File: config.mk
export PLATFORM = sky130hd
export DESIGN_NAME = mac_issue_arbiter
export DESIGN_NICKNAME = d
export VERILOG_FILES = /design/src/rtl/mac_issue_arbiter.sv
export SDC_FILE = /design/constraint.sdc
export NUM_CORES = 1
export LEC_CHECK = 0
export ABC_AREA = 0
export BUFFER_PORTS_ARGS = -buffer_cell sky130_fd_sc_hd__buf_2
export CORE_MARGIN = 2
export CORE_UTILIZATION = 47
export CTS_BUF_LIST = sky130_fd_sc_hd__clkbuf_16
export CTS_CLUSTER_DIAMETER = 100
export DETAILED_ROUTE_END_ITERATION = 6
export PLACE_DENSITY_LB_ADDON = 0.05
export SLEW_MARGIN = 20
export SYNTH_ARGS = -nofsm -noshare
export SYNTH_HDL_FRONTEND = slang
export SYNTH_SLANG_ARGS = --single-unit
export TNS_END_PERCENT = 100
File: constraint.sdc
create_clock -name CLK -period 3.85 [get_ports CLK]
set_input_delay 0.385 -clock CLK [delete_from_list [all_inputs] [get_ports CLK]]
set_output_delay 0.385 -clock CLK [all_outputs]
set_load 0.03 [all_outputs]
File: src/rtl/mac_issue_arbiter.sv
// mac_issue_arbiter
// Shares one pipelined multiply-add unit (PROD = A*B + C, fixed latency LAT,
// no stall) among NREQ requesters. It arbitrates valid/ready requests in
// round-robin or fixed-priority order and registers the winner's operands
// into the unit. A tag pipeline carries the requester ID alongside each
// operation in flight, so every result comes back labelled with the ID of
// the requester that issued it.

module mac_issue_arbiter #(
    parameter int AA   = 6,
    parameter int BB   = 6,
    parameter int CC   = 12,
    parameter int P    = 12,
    parameter int NREQ = 4,
    parameter int IDW  = 2,
    parameter int LAT  = 2
) (
    input  logic                CLK,
    input  logic                RESETN,
    input  logic                ENABLE,
    input  logic                MODE_FIXED,
    input  logic [NREQ-1:0]     REQ_VALID,
    output logic [NREQ-1:0]     REQ_READY,
    input  logic [NREQ*AA-1:0]  REQ_A,
    input  logic [NREQ*BB-1:0]  REQ_B,
    input  logic [NREQ*CC-1:0]  REQ_C,
    output logic [AA-1:0]       MAC_A,
    output logic [BB-1:0]       MAC_B,
    output logic [CC-1:0]       MAC_C,
    input  logic [P-1:0]        MAC_PROD,
    output logic                RES_VALID,
    output logic [IDW-1:0]      RES_ID,
    output logic [P-1:0]        RES_DATA,
    output logic                BUSY
);

    // Round-robin pointer: the first index searched in the next cycle.
    logic [IDW-1:0] rr_ptr;
    logic [IDW-1:0] scan_base;
    logic [IDW-1:0] next_ptr;
    logic           grant_any;
    logic [IDW-1:0] grant_id;

    // Tag stage k holds the op whose operands reached the unit k cycles ago.
    // Stage LAT lines up with that op's product on MAC_PROD.
    logic [LAT:0]   tag_valid;
    logic [IDW-1:0] tag_id [0:LAT];

    // Index reached by stepping 'offset' places up from 'base', wrapping at
    // NREQ-1. Because base < NREQ and offset < NREQ, one subtraction is
    // enough to bring the sum back into range.
    function automatic logic [IDW-1:0] scan_index(input logic [IDW-1:0] base,
                                                  input int offset);
        int sum;
        sum = int'(base) + offset;
        if (sum >= NREQ) begin
            sum = sum - NREQ;
        end
        return IDW'(sum);
    endfunction

    // Fixed priority is a round-robin search that always starts at index 0.
    // The pointer itself is left alone, so returning to round-robin later
    // resumes from where it stopped.
    assign scan_base = MODE_FIXED ? '0 : rr_ptr;

    // Grant search: the first valid requester at or after scan_base wins.
    always_comb begin
        // NOTE: every output of this block gets a default before the search
        // loop. Otherwise a path that assigns nothing would infer a latch.
        grant_any = 1'b0;
        grant_id  = '0;
        if (RESETN && ENABLE) begin
            for (int k = 0; k < NREQ; k++) begin
                if (!grant_any && REQ_VALID[scan_index(scan_base, k)]) begin
                    grant_any = 1'b1;
                    grant_id  = scan_index(scan_base, k);
                end
            end
        end
    end

    assign REQ_READY = grant_any ? (NREQ'(1) << grant_id) : '0;
    assign next_ptr  = (int'(grant_id) == NREQ - 1) ? '0 : grant_id + 1'b1;
    assign BUSY      = (|tag_valid) | RES_VALID;

    // Issue: register the winner's operands and move the round-robin pointer.
    always_ff @(posedge CLK) begin
        if (!RESETN) begin
            rr_ptr <= '0;
            MAC_A  <= '0;
            MAC_B  <= '0;
            MAC_C  <= '0;
        end else if (grant_any) begin
            // NOTE: all sequential state uses non-blocking assignment, so
            // every register samples its value from before the clock edge.
            MAC_A <= REQ_A[int'(grant_id)*AA +: AA];
            MAC_B <= REQ_B[int'(grant_id)*BB +: BB];
            MAC_C <= REQ_C[int'(grant_id)*CC +: CC];
            if (!MODE_FIXED) begin
                rr_ptr <= next_ptr;
            end
        end
    end

    // Tag pipeline: shifts every cycle, in step with the unit's own pipeline.
    always_ff @(posedge CLK) begin
        if (!RESETN) begin
            tag_valid <= '0;
            // NOTE: the tag IDs are cleared as well as the valids. The
            // storage is tiny, and clearing it keeps RES_ID at a known 0
            // while the block is idle after reset.
            for (int i = 0; i <= LAT; i++) begin
                tag_id[i] <= '0;
            end
        end else begin
            tag_valid <= {tag_valid[LAT-1:0], grant_any};
            tag_id[0] <= grant_id;
            for (int i = 1; i <= LAT; i++) begin
                tag_id[i] <= tag_id[i-1];
            end
        end
    end

    // Result stage: capture the product whenever its tag is valid.
    always_ff @(posedge CLK) begin
        if (!RESETN) begin
            RES_VALID <= 1'b0;
            RES_ID    <= '0;
            RES_DATA  <= '0;
        end else begin
            RES_VALID <= tag_valid[LAT];
            RES_ID    <= tag_id[LAT];
            if (tag_valid[LAT]) begin
                RES_DATA <= MAC_PROD;
            end
        end
    end

endmodule

==> results.toml <==
[sta]
fmax_mhz = 327.3
rsz0062_at_grt = "false"
tightest_slew_ns = 0.7665
timing.hold.ws_ns = 0.3702
slew_headroom_pct = 48.83
finalSetupTns_ns = 0
finalHoldViolations = 0
slew_viol_final = 0
final.period_utilization_pct = 79.35
setup_ws_ns = 0.7951
worst_clock_skew_ns = 0.002704
setup_viol = 0
fin_crit_ns = 3.055

[synthesis]
synthMuxAreaShare_pct = 13.18
synth_area_mm2 = 0.002659
synth_cell_types = 42
ys_seq_elements = 50
ys.flop_type = "dfxtp_1"
synthSimpleGateAreaFrac_pct = 22.26
synth_nets = 419
seq_area_frac_synth_pct = 37.65
async_flop_share_pct = 0
avgSynthCellArea_um2 = 8.892
synth-compound-area-share_pct = 19.01
ys_warn_count = 0
synth_edf_count = 0
synth_xor_area_share_pct = 0
synth_top_family_by_area = "simple AND/OR/NAND/NOR gates"
syn_inst = 299
synth-adder-area-share_pct = 1.882

[critical_path]
cp.arrival_ns = 2.67
slowest_delay_ns = 0.54
path_cells = "mux2i_1 > a31oi_1 > o32a_4 > nor2_4 > inv_2 > ha_1 > and2_1 > buf_2"
critPathCaptureType = "primary output"
cp_max_fo = 32
cp-start-kind = "flop"
worst_ep_required_time_ns = 3.46
cp_slowest_cell = "dfxtp_1"
critPathKind = "flop to primary output"

[detailed_routing]
dr.first_iter.drc_count = 139
ant_nets = 0
routed_wl_um = 7567
wl_per_cell_um = 14.69
viasPerCell = 5.305
drt_first_pass_iters = 4
drc = 0
vias = 2732

[clock_network]
root_buffer = "clkbuf_16"
cts_buffers = 5
clock_latency_ns = 0.28
clkSlewWorstSetupHoldPaths_ns = 0.06
cts_tree = "yes"
cts.repair.resized = 0
cts_max_path_buffers = 2
ctsHoldBuffers = 0
htree_levels = 2
post_cts_buffers = 0
cts_sinks = 50

[layout]
layout.nets = 562
synthToLayoutAreaGrowth_pct = 34.87
drive_gt1_share_pct = 40.18
antenna_cells = 0
final_cell_mix = "159 x buf_2, 50 x dfxtp_1, 40 x nand2_1"
final_common_cell = "buf_2"

[floorplan]
pin_count = 160
die_w_um = 79.22
die_h_um = 79.22
start_util_pct = 48.58
rows = 27
fp.dieArea_mm2 = 0.006275
core-area_mm2 = 0.005473

[place]
place.gp.congestion = 0.7879
place_ws_ns = 1.044
port_buffers = 159
dpl.hpwl_um = 5591

[power]
peakVddDrop_mv = 0.2243
power_density_mw_per_mm2 = 378.7
power.leakage_nw = 1.801
finalPower_mw = 1.358

[global_route]
grt-ovfl-total = 0
grt_pass1_wl_um = 11850
grt_pass1_vias = 2459
antenna_found_initial = 0
grtUsageTotal_pct = 23.50
grt_max_degree = 41

[min_path]
worst_hold_path_type = "input port to flop"

[status]
outcome = "finished, final reports clean"

[job]
cap_violations = 0
==> path summary, 6_finish.rpt <==
kind / start / end / slack (ns) / cells after the start
max: rr_ptr[1] / REQ_READY[2] / 0.80 / 8
min: MAC_PROD[7] / RES_DATA[7] / 0.37 / 3
max reg2reg: rr_ptr[1] / MAC_A[2] / 1.48 / 7
min reg2reg: tag_id[0][0] / tag_id[1][0] / 0.43 / 1
==> worst max-delay path, delay by kind of cell (launching register included) <==
kind / cells / cell delay, ns
compound gates: 2 / 0.64
fa+ha+maj: 1 / 0.28
buf+inv: 2 / 0.39
flops: 1 / 0.54
mux: 1 / 0.24
simple gates: 2 / 0.29
==> stage by stage <==
stage	std cells	util, %	area [µm²]
3_3_place_gp	507	62.51	3421
6_report	515	65.52	3586
4_1_cts	515	65.52	3586
3_5_place_dp	507	62.51	3421
5_1_grt	515	65.52	3586
2_1_floorplan	299	-	2659
==> flip-flops by register name (all words and copies together), names as in the netlist <==
name / cells
RES_DATA: 12
tag_valid: 3
tag_id: 6
RES_ID: 2
RES_VALID: 1
rr_ptr: 2
MAC_A: 6
MAC_B: 6
MAC_C: 12
==> per-layer routing <==
layer | track usage [%] | vias to the layer above | part of all wire (%)
met3 | 4.886 | 6 | 8.0
met4 | 5.172 | 0 | 0.62
met1 | 30.24 | 1234 | 44
li1 | - | 1363 | -
met5 | 0 | - | 0
met2 | 40.51 | 129 | 47
==> Yosys cell counts (2+ instances only) <==
master	instances	area share (%)
a211o_1	8	2.6
a21oi_1	16	3.0
a2bb2oi_1	5	1.6
a31oi_1	13	3.1
and2_1	14	3.3
and3_1	11	2.6
buf_1	2	0.28
buf_2	11	2.1
buf_6	4	1.7
clkbuf_1	6	0.85
dfxtp_1	50	38
ha_1	4	1.9
inv_1	3	0.42
inv_2	3	0.42
mux2i_1	35	13
nand2_1	40	5.6
nand3_1	11	2.1
nor2_1	7	0.99
nor2b_1	14	3.3
nor3_1	2	0.38
o21ai_0	4	0.75
o21ai_1	6	1.1
o221ai_1	11	3.6
==> layout make-up <==
cell class                      instances  area (µm²)
Sequential cell                        50        1001
Tap cell                               72       90.09
Clock buffer                            5       125.1
Inverter                                6       22.52
Timing Repair Buffer                  160       803.3
Multi-Input combinational cell        219        1504
Clock inverter                          3       40.04
Fill cell                             507        1887
==> logic make-up after synthesis <==
| family | after synthesis |
|---|---|
| buf+inv | 30 |
| compound gates | 70 |
| fa+ha+maj | 4 |
| simple gates | 110 |
| flops | 50 |
| mux | 35 |
==> power by group <==
| part | switching, mW | internal, mW |
|---|---|---|
| Combinational | 0.178 | 0.127 |
| Clock | 0.177 | 0.304 |
| Sequential | 0.0203 | 0.552 |
| Total | 0.375 | 0.983 |
Note: power is estimated with default switching activity, not from simulation.
